===== src/rtl/spi_reg_bridge.sv =====
// SPI mode-0 target that paces register commits to the cart core and returns the loader status word.
// Optional readback path is built only when SPI_REG_READBACK_EN is defined.
module spi_reg_bridge #(
  parameter int HOLD_CYCLES = 64,
  parameter int ADDR_W      = 4
) (
  input  logic              clk,
  input  logic              async_reset,
  input  logic              spi_sck,
  input  logic              spi_cs_n,
  input  logic              spi_mosi,
  output logic              spi_miso,
  output logic [31:0]       wr_reg,
  output logic [ADDR_W-1:0] wr_reg_addr,
  output logic              wr_reg_changed,
  input  logic [31:0]       rd_data,
  output logic              overrun
);

  localparam int HOLD_W = (HOLD_CYCLES > 1) ? $clog2(HOLD_CYCLES) : 1;
  localparam logic [HOLD_W-1:0] HOLD_RELOAD = HOLD_W'(HOLD_CYCLES - 1);

  typedef enum logic [2:0] {
    ST_IDLE,
    ST_CMD,
    ST_WR,
    ST_RD,
    ST_IGNORE,
    ST_DONE
  } state_t;

  logic [2:0] r_sckSync;
  logic [2:0] r_csSync;
  logic [1:0] r_mosiSync;

  // cs resets high so releasing reset with the bus idle produces no false edge
  always_ff @(posedge clk or posedge async_reset) begin
    if (async_reset) begin
      r_sckSync  <= 3'b000;
      r_csSync   <= 3'b111;
      r_mosiSync <= 2'b00;
    end else begin
      r_sckSync  <= {r_sckSync[1:0], spi_sck};
      r_csSync   <= {r_csSync[1:0], spi_cs_n};
      r_mosiSync <= {r_mosiSync[0], spi_mosi};
    end
  end

  logic w_sckRise;
  logic w_sckFall;
  logic w_csFall;
  logic w_csRise;
  logic w_mosi;

  assign w_sckRise = r_sckSync[1] & ~r_sckSync[2];
  assign w_sckFall = ~r_sckSync[1] & r_sckSync[2];
  assign w_csFall  = ~r_csSync[1] & r_csSync[2];
  assign w_csRise  = r_csSync[1] & ~r_csSync[2];
  assign w_mosi    = r_mosiSync[1];

  state_t      r_state;
  state_t      w_nextState;
  logic [5:0]  r_bitCnt;
  logic [6:0]  r_cmd;
  logic [31:0] r_data;
  logic [ADDR_W-1:0] r_addr;
  logic        r_offerValid;
  logic [31:0] r_offerData;
  logic [ADDR_W-1:0] r_offerAddr;

  logic [7:0] w_cmdByte;
  logic       w_lastCmdBit;
  logic       w_lastDataBit;
  logic       w_cmdValid;

  assign w_cmdByte     = {r_cmd, w_mosi};
  assign w_lastCmdBit  = w_sckRise && (r_bitCnt == 6'd7);
  assign w_lastDataBit = w_sckRise && (r_bitCnt == 6'd39);
  assign w_cmdValid    = (w_cmdByte[6:4] == 3'b000);

  always_ff @(posedge clk or posedge async_reset) begin
    if (async_reset) r_state <= ST_IDLE;
    else             r_state <= w_nextState;
  end

  always_comb begin
    w_nextState = r_state;
    if (w_csRise) begin
      w_nextState = ST_IDLE;
    end else begin
      case (r_state)
        ST_IDLE: if (w_csFall) w_nextState = ST_CMD;
        ST_CMD: begin
          if (w_lastCmdBit) begin
            if (!w_cmdValid)
              w_nextState = ST_IGNORE;
            else if (w_cmdByte[7])
`ifdef SPI_REG_READBACK_EN
              w_nextState = ST_RD;
`else
              w_nextState = ST_IGNORE;
`endif
            else
              w_nextState = ST_WR;
          end
        end
        ST_WR, ST_RD: if (w_lastDataBit) w_nextState = ST_DONE;
        default: w_nextState = r_state;
      endcase
    end
  end

  logic w_offer;
  logic w_shiftIn;
  logic w_rdLoad;
  logic w_rdShift;

  always_comb begin
    w_offer   = (r_state == ST_WR) && w_lastDataBit && !w_csRise;
    w_shiftIn = w_sckRise && ((r_state == ST_CMD) || (r_state == ST_WR) || (r_state == ST_RD));
    w_rdLoad  = (r_state == ST_CMD) && (w_nextState == ST_RD);
    w_rdShift = (r_state == ST_RD) && w_sckFall;
  end

  // Frame datapath; the completed {addr, data} word is registered as a one-cycle offer
  always_ff @(posedge clk or posedge async_reset) begin
    if (async_reset) begin
      r_bitCnt     <= '0;
      r_cmd        <= '0;
      r_data       <= '0;
      r_addr       <= '0;
      r_offerValid <= 1'b0;
      r_offerData  <= '0;
      r_offerAddr  <= '0;
    end else begin
      r_offerValid <= w_offer;
      if (w_offer) begin
        r_offerData <= {r_data[30:0], w_mosi};
        r_offerAddr <= r_addr;
      end
      if (w_csFall)       r_bitCnt <= '0;
      else if (w_shiftIn) r_bitCnt <= r_bitCnt + 6'd1;
      if (w_shiftIn) begin
        if (r_state == ST_CMD) r_cmd  <= w_cmdByte[6:0];
        else                   r_data <= {r_data[30:0], w_mosi};
      end
      if ((r_state == ST_CMD) && w_lastCmdBit) r_addr <= w_cmdByte[ADDR_W-1:0];
    end
  end

`ifdef SPI_REG_READBACK_EN
  logic [31:0] r_rdShift;
  logic        r_miso;

  // Zeros shift in behind the snapshot, so miso falls to 0 once all 32 bits are out
  always_ff @(posedge clk or posedge async_reset) begin
    if (async_reset) begin
      r_rdShift <= '0;
      r_miso    <= 1'b0;
    end else if (w_rdLoad) begin
      r_rdShift <= rd_data;
    end else if (w_rdShift) begin
      r_miso    <= r_rdShift[31];
      r_rdShift <= {r_rdShift[30:0], 1'b0};
    end else if (w_sckFall || w_csRise) begin
      r_miso    <= 1'b0;
    end
  end

  assign spi_miso = r_miso;
`else
  logic w_unusedRd;
  assign w_unusedRd = ^{rd_data, w_sckFall, w_rdLoad, w_rdShift};
  assign spi_miso   = 1'b0;
`endif

  logic [HOLD_W-1:0] r_holdCnt;
  logic              r_pendValid;
  logic [31:0]       r_pendData;
  logic [ADDR_W-1:0] r_pendAddr;
  logic [31:0]       r_wrReg;
  logic [ADDR_W-1:0] r_wrAddr;
  logic              r_changed;
  logic              r_overrun;
  logic              w_holdZero;

  assign w_holdZero = (r_holdCnt == '0);

  // Commit stage: pending entry has priority over a fresh offer, which then takes the buffer
  always_ff @(posedge clk or posedge async_reset) begin
    if (async_reset) begin
      r_holdCnt   <= '0;
      r_pendValid <= 1'b0;
      r_pendData  <= '0;
      r_pendAddr  <= '0;
      r_wrReg     <= '0;
      r_wrAddr    <= '0;
      r_changed   <= 1'b0;
      r_overrun   <= 1'b0;
    end else begin
      if (!w_holdZero) r_holdCnt <= r_holdCnt - HOLD_W'(1);
      if (w_holdZero && r_pendValid) begin
        r_wrReg     <= r_pendData;
        r_wrAddr    <= r_pendAddr;
        r_changed   <= ~r_changed;
        r_holdCnt   <= HOLD_RELOAD;
        r_pendValid <= r_offerValid;
        if (r_offerValid) begin
          r_pendData <= r_offerData;
          r_pendAddr <= r_offerAddr;
        end
      end else if (w_holdZero && r_offerValid) begin
        r_wrReg   <= r_offerData;
        r_wrAddr  <= r_offerAddr;
        r_changed <= ~r_changed;
        r_holdCnt <= HOLD_RELOAD;
      end else if (r_offerValid) begin
        if (r_pendValid) begin
          r_overrun <= 1'b1;
        end else begin
          r_pendValid <= 1'b1;
          r_pendData  <= r_offerData;
          r_pendAddr  <= r_offerAddr;
        end
      end
    end
  end

  assign wr_reg         = r_wrReg;
  assign wr_reg_addr    = r_wrAddr;
  assign wr_reg_changed = r_changed;
  assign overrun        = r_overrun;

endmodule


===== config.mk =====
export PLATFORM = sky130hd
export DESIGN_NAME = spi_reg_bridge
export DESIGN_NICKNAME = d
export VERILOG_FILES = /design/src/rtl/spi_reg_bridge.sv
export SDC_FILE = /design/constraint.sdc
export NUM_CORES = 1
export LEC_CHECK = 0
export CORE_MARGIN = 10
export CORE_UTILIZATION = 35
export DETAILED_ROUTE_END_ITERATION = 7
export MAX_ROUTING_LAYER = met4
export PLACE_DENSITY = 0.57
export SLEW_MARGIN = 25
export SYNTH_ARGS = -nofsm -noshare
export SYNTH_HDL_FRONTEND = slang
export SYNTH_SLANG_ARGS = --single-unit

===== constraint.sdc =====
create_clock -name clk -period 7.71 [get_ports clk]
set_input_delay 1.542 -clock clk [delete_from_list [all_inputs] [get_ports clk]]
set_output_delay 1.542 -clock clk [all_outputs]
set_load 0.01 [all_outputs]

======== Word level (Yosys, flattened, before mapping) ========
Index checks and enable logic that the tools add are counted.
storage, ports and cells
  flip-flop bits (word level) ............. 177
  output and inout bits ................... 39
  bits of input ports ..................... 37
  logic and storage cells ................. 100
operators by class
  multiplexer cells ....................... 31
  reductions and logical operators ........ 26
  bitwise logic cells ..................... 10
  $add $sub $neg .......................... 2
  eq/ne operators ......................... 12
operator list
  cell                   number
  $mux W32               7
  $mux W6                5
  $mux W4                7
  $mux W3                6
  $reduce_and A4 Y1      3
  $ne A3 B3 Y1 const B   3
  $pmux W3 S3            1
  $logic_and A1 B1 Y1    8
  $reduce_bool A2 Y1     4
  $not A1 Y1             7
  $add A6 B1 Y6 const B  1
  $eq A3 B2 Y1 const B   2
  $eq A6 B3 Y1 const B   1
  $eq A6 B6 Y1 const B   1
  $logic_not A3 Y1       2
  $logic_not A6 Y1       1
  $reduce_and A2 Y1      3
  $sub A6 B1 Y6 const B  1
  $mux W1                5
  $ne A2 B2 Y1 const B   2
  $reduce_bool A4 Y1     1
  $and A1 B1 Y1          3
  $eq A3 B1 Y1 const B   1
  $ne A3 B1 Y1 const B   1
  4 further kinds        5

======== Longest topological paths before layout ========
Gate-level depths: netlist (run 1).
  word-level depth ........................ 6
  gate-level depth with buffers ........... 7
  mapped depth without buffers ............ 6

======== Worst setup path after synthesis (run 1) ========
Ideal clock, no wire load.
  path kind ............................... flip-flop to flip-flop
  from .................................... register r_bitCnt[0]
  to ...................................... register r_offerData[10]
  library setup time ...................... 0.125 ns
  clock period less this slack ............ 2.249 ns
  path slack .............................. 5.461 ns
  required time ........................... 7.585 ns
  arrival time ............................ 2.124 ns
  stages on the path, launching flop included .. 8
  buffers on the path ..................... 2
  cell sequence ........................... dfrtp_1 ha_1 nand4bb_4 or3_1 or4_1 buf_4 buf_6 mux2_4
between the ends
  longest elaborated chain between the ends .. 4
ends and longest elaborated chain
  what                               line  text
  start, declared                    63    logic [5:0] r_bitCnt;
  start signal, assigned             142   else if (w_shiftIn) r_bitCnt <= r_bitCnt + 6'd1;
  $eq A6 B6 Y1                       78    assign w_lastDataBit = w_sckRise && (r_bitCnt == 6'd39);
  $logic_and A1 B1 Y1                78
  $logic_and A1 B1 Y1 (2 in series)  119   w_offer = (r_state == ST_WR) && w_lastDataBit && !w_csRise;
  end signal, assigned               138   r_offerData <= {r_data[30:0], w_mosi};
  end, declared                      68    logic [31:0] r_offerData;
Every way passes these cells.
A chain may end at the register's enable or synchronous reset.

==> impl_metrics.ini, run 1 <==
[power]
swShare_pct = 20.8
p_per_area_mw_per_mm2 = 225
p_switching_uw = 397
power.leakage_uw = 0.00396
p_seq_share_pct = 50.7
p_int_uw = 1510
p_clk_share_pct = 46.5
ir_drop_mv = 0.148
p_comb_share_pct = 2.8

[cts]
clk_latency_ps = 430
cts_tree = built
path_clk_slew_ps = 60
ctsLongestPathBuffers = 2
postCtsSetupBuffers = 0
cts_made_buffers = 17
ctsRootBufferMaster = clkbuf_16
cts.htree.levels = 4
cts.sinks = 177
post_cts_resized = 0
holdBufCountCts = 0

[placement]
post-place-ws_ps = 3980
place_congestion = 0.738
dp_hpwl_um = 8110
numPortBuffers = 42

[logic_synthesis]
synth.net_count = 529
synth_top_family_by_area = multiplexers
synthTopCellsByArea = dfrtp_1 61%, mux2_2 13%, mux2_4 6.1%, o2bb2ai_1 4.2%, a22oi_1 3.6%
yosysMostFrequentCell = dfrtp_1
synthTopCellsByCount = 174 x dfrtp_1, 85 x mux2_2, 34 x a22oi_1, 34 x o2bb2ai_1, 29 x mux2_4
synth_edf_count = 0
async_flop_share_pct = 100
synth_top_area_cell = dfrtp_1
ys.flop_type = dfrtp_1
yosysSeqAreaShare_pct = 62.0
avgSynthCellArea_sq_um = 14.7
yosys_warnings = 0
yosys.area_share.simple_pct = 4.23
synthDistinctLibCells = 45
synthXorXnorAreaFrac_pct = 0.857
netlist.area_leader.share_pct = 60.8
synth-compound-area-share_pct = 9.72
syn_inst = 488
ys_ff_latch = 177
syn_area_sq_mm = 0.00716
muxShareOfSynthArea_pct = 19.7
synth-adder-area-share_pct = 0.839

[die]
die_w_um = 163
core-area_sq_mm = 0.0202
ios = 76
die-height_um = 163
dieArea_sq_mm = 0.0266
rows = 52
start_util_pct = 35.5

[min_path]
min_path_type = reg2reg

[detailed_routing]
routed_wl_um = 13200
viasPerCell = 4.94
wire_per_inst_um = 16.4
drtAntennaViolNets = 0
route.detailed.drc = 0
drt_iter0_markers = 210
num_vias = 3984
firstDrtPassIters = 4

[sta]
finClkSkew_ps = 10.4
max_freq_mhz = 330
min_period_ps = 3030
rsz0062_at_grt = false
drv_slew = 0
tns_ps = 0
max-slew-margin-rel_pct = 33.7
fin_crit_sh_pct = 39.3
worst_slew_pin_slew_ps = 992
hold_violations = 0
layout_setup_ws_ps = 4680
setup_viol = 0

[global_routing]
grt_pass1_vias = 4340
grt_pass1_wl_um = 22700
grt_antenna_before_repair = 0
grt_usage_pct = 10.9
grt.overflow.total = 0
grt_start_max_net_pins = 108

[worst_setup_path]
crit_required_ps = 8150
start_kind = input port
cp.buffers_inverters = 3
path_max_fanout = 107
end_kind = async pin
slowest_stage = buf_4
crit_family = buffers and inverters
crit_chain = clkdlybuf4s50_1 > inv_8 > buf_4
critPathMaxStageDelay_ps = 800
crit_type = in2async
arrival_ps = 3470

[run]
maxCapViolCount = 0

[finish]
layout-drive-gt1-share_pct = 31.1
syn2layout_area_growth_pct = 18.4
diodes = 0
nets = 566

[run_status]
outcome = finished, final reports clean
worst reg2reg max path, cell delays in order, from the launching register on:
cell and delay [ps]:
dfrtp_1 390, ha_1 250, nand4bb_4 160, or3_1 360, or4_2 610, buf_4 360
mux2_4 390
power groups by stage:
stage / sequential (uW) / clock [uW] / combinational [uW]
2_1_floorplan: 979 / 0 / 43.8
3_3_place_gp: 982 / 0 / 53.9
3_5_place_dp: 983 / 0 / 55.7
4_1_cts: 967 / 915 / 55.7
5_1_grt: 969 / 952 / 63.1
6_report: 967 / 887 / 53.7
metal layers:
metal  share of wire (%)  track usage (%)
met1                  46             13.0
met2                  50             17.6
met3                 2.9             3.03
met4                0.99             3.44
met5                   0                -
layout by cell type, fill, tap and decap left out, drive strengths merged, types with 3 or more instances in the layout:
cell,Yosys,layout
clkdlybuf4s50,0,42
bufinv,0,3
a22oi,34,34
clkinv,0,6
mux2,114,114
o21ai,5,5
dfrtp,174,174
clkbuf,21,20
o2bb2ai,34,34
nor2,14,14
nor3,7,7
nand3,3,3
a21oi,6,6
nor3b,3,3
xnor2,7,7
ha,4,4
o22ai,4,4
or3b,3,3
nand2b,4,4
inv,9,10
nand2,6,6
buf,10,7
dfstp,3,3
a211oi,3,3
cell families (layout without fill, tap and decap cells):
group	after synthesis	after routing
simple gates	51	51
other cells	1	1
flops	177	177
fa+ha+maj	5	5
buf+inv	40	89
xor+xnor	7	7
compound gates	91	91
mux	116	116
final timing paths:
check                              startpoint         endpoint  slack (ps)  cells after the start
worst min-delay path            r_mosiSync[0]    r_mosiSync[1]         350                      0
worst min register to register  r_mosiSync[0]    r_mosiSync[1]         350                      0
worst max-delay path              async_reset   r_pendData[25]        4680                      3
min in group asynchronous         async_reset     r_sckSync[0]        1650                      2
worst max register to register    r_bitCnt[0]  r_offerData[13]        5070                      6
max in group clk                   wr_reg[10]       wr_reg[10]        4800                      1
final cells by class:
cell class | count | area (sq um)
inverter | 9 | 41.3
timing repair buffer | 49 | 473
sequential | 177 | 4430
clock buffer | 20 | 467
clock inverter | 11 | 155
multi-input combinational | 271 | 2560
fill | 1873 | 11700
tap | 270 | 338
through the flow:
step           area, sq um  total power (uW)  hold slack [ps]  util (%)  std cells
4_1_cts               8470              1940              353      42.0        807
3_3_place_gp          7850              1040              337      38.9        776
5_1_grt               8470              1980              360      42.0        807
2_1_floorplan         7160              1020              331         -        488
3_5_place_dp          7850              1040              338      38.9        776
6_report              8470              1910              350      42.0        807
Note: power is estimated with default switching activity, not from simulation.
==> run 2: changes to the inputs <==
- PLACE_DENSITY: 0.57 -> 0.59
- clock period: 7.71 -> 2.65 ns (I/O delays scaled with it)
==> run 2 against run 1 <==
Power rose to 2.8 times the previous value. Clock-buffer cell count down 1. Core utilization is 0.20 points higher. Worst setup slack worse by 4500 ps. Global-route usage shrank 0.20 points. Non-clock buffer count rose by 7. Final cell count rose by 0.99%. Cell area rose by 0.47%. Critical path depth increased by 3. Largest cell class unchanged. Clock skew is 1.5 ps lower. First-iteration DRC count shrank 38%. Highest routed layer unchanged. Register-to-register slack worse by 4900 ps.
==> impl_metrics.ini, run 2 (same netlist as run 1, synthesis figures left out) <==
[run_status]
outcome = finished, final reports clean

[cts]
ctsLongestPathBuffers = 2
cts.sinks = 177
clk_latency_ps = 420
cts_made_buffers = 17
path_clk_slew_ps = 60
cts.htree.levels = 4
cts_tree = built
ctsRootBufferMaster = clkbuf_16
post_cts_resized = 0
postCtsSetupBuffers = 0
holdBufCountCts = 0

[sta]
hold_violations = 0
drv_slew = 0
fin_crit_sh_pct = 93.2
max_freq_mhz = 405
min_period_ps = 2470
rsz0062_at_grt = false
hold_slack_ps = 353
worst_slew_pin_slew_ps = 536
max-slew-margin-rel_pct = 64.3
setup_viol = 0
finClkSkew_ps = 8.89

[worst_setup_path]
start_kind = flip-flop
path_max_fanout = 37
crit_required_ps = 2950
end_kind = flip-flop
crit_type = reg2reg
arrival_ps = 2770

[finish]
syn2layout_area_growth_pct = 18.9
diodes = 0
final_cell_mix = 174 x dfrtp_1, 85 x mux2_2, 42 x clkdlybuf4s50_1
nets = 573
layout_commonest_cell = dfrtp_1
layout-drive-gt1-share_pct = 32.1

[global_routing]
grtUsageMet1_pct = 12.9
grt_pass1_vias = 4258
grt_start_max_net_pins = 65
grt_antenna_before_repair = 0
grt.overflow.total = 0
grt_usage_pct = 10.7
globalRoute.busiestLayer = met2
grt_use_met3_pct = 3.21
grt_util_met2_pct = 16.9
grt_pass1_wl_um = 22300

[power]
p_comb_share_pct = 3.1
swShare_pct = 23.1
power_uw = 5370
p_clk_share_pct = 44.5
power.leakage_uw = 0.00398
p_int_uw = 4130
p_seq_share_pct = 52.4
p_switching_uw = 1240
ir_drop_mv = 0.535
p_per_area_mw_per_mm2 = 631

[die]
start_util_pct = 35.5
die_w_um = 163
dieArea_sq_mm = 0.0266
die-height_um = 163
core-area_sq_mm = 0.0202
rows = 52
ios = 76

[min_path]
min_path_type = reg2reg

[placement]
place_congestion = 0.750
dp_hpwl_um = 8280
numPortBuffers = 42

[detailed_routing]
routed_wl_um = 13100
drt_iter0_markers = 130
route.detailed.drc = 0
firstDrtPassIters = 4
wire_per_inst_um = 16.1
num_vias = 4050
viasPerCell = 4.97
drtAntennaViolNets = 0

[run]
maxCapViolCount = 0
## run 2: path summary, 6_finish.rpt
path / from / depth (start not counted) / to / slack (ps)
max: r_bitCnt[0] / 6 / r_offerData[4] / 180
min: r_mosiSync[0] / 0 / r_mosiSync[1] / 350
max reg2reg: r_bitCnt[0] / 6 / r_offerData[4] / 180
min reg2reg: r_mosiSync[0] / 0 / r_mosiSync[1] / 350
max in group asynchronous: async_reset / 3 / r_data[17] / 1510
min in group asynchronous: async_reset / 2 / r_holdCnt[2] / 480
## run 2: per-stage QoR
| stage | cell area [sq um] | cells | setup WS, ps | utilization, % | TNS [ps] |
|---|---|---|---|---|---|
| finish | 8510 | 815 | 181 | 42.2 | 0 |
| CTS | 8510 | 815 | 171 | 42.2 | 0 |
| detailed placement | 7940 | 783 | 185 | 39.4 | 0 |
| global placement | 7940 | 783 | 200 | 39.4 | 0 |
| floorplan | 7160 | 488 | -144 | - | -25090 |
| global route | 8510 | 815 | 71.5 | 42.2 | 0 |
## run 2: power groups by stage
stage                     Sequential [uW]  Combinational (uW)  Clock, uW
after global placement               2860                 167          0
final                                2810                 169       2390
after global routing                 2830                 198       2590
after detailed placement             2860                 176          0
after floorplan                      2850                 128          0
after CTS                            2810                 177       2460
## run 2: layer usage
layer,up-vias,wire length (um)
li1,1889,-
met2,49,6550
met3,14,511
met1,2098,5850
met4,0,183
met5,-,0
## run 2: area by class of cell
cell class	count	area [sq um]
Sequential cell	177	4430
Clock inverter	13	115
Timing Repair Buffer	56	576
Tap cell	270	338
Multi-Input combinational cell	271	2560
Inverter	9	37.5
Fill cell	1844	11700
Clock buffer	19	453
## run 2: worst max-delay path: stages, from the launching register on
cell	delay (ps)
dfrtp_1	380
ha_1	250
nand4bb_4	150
or3_1	340
or4_2	650
buf_12	240
mux2_4	320
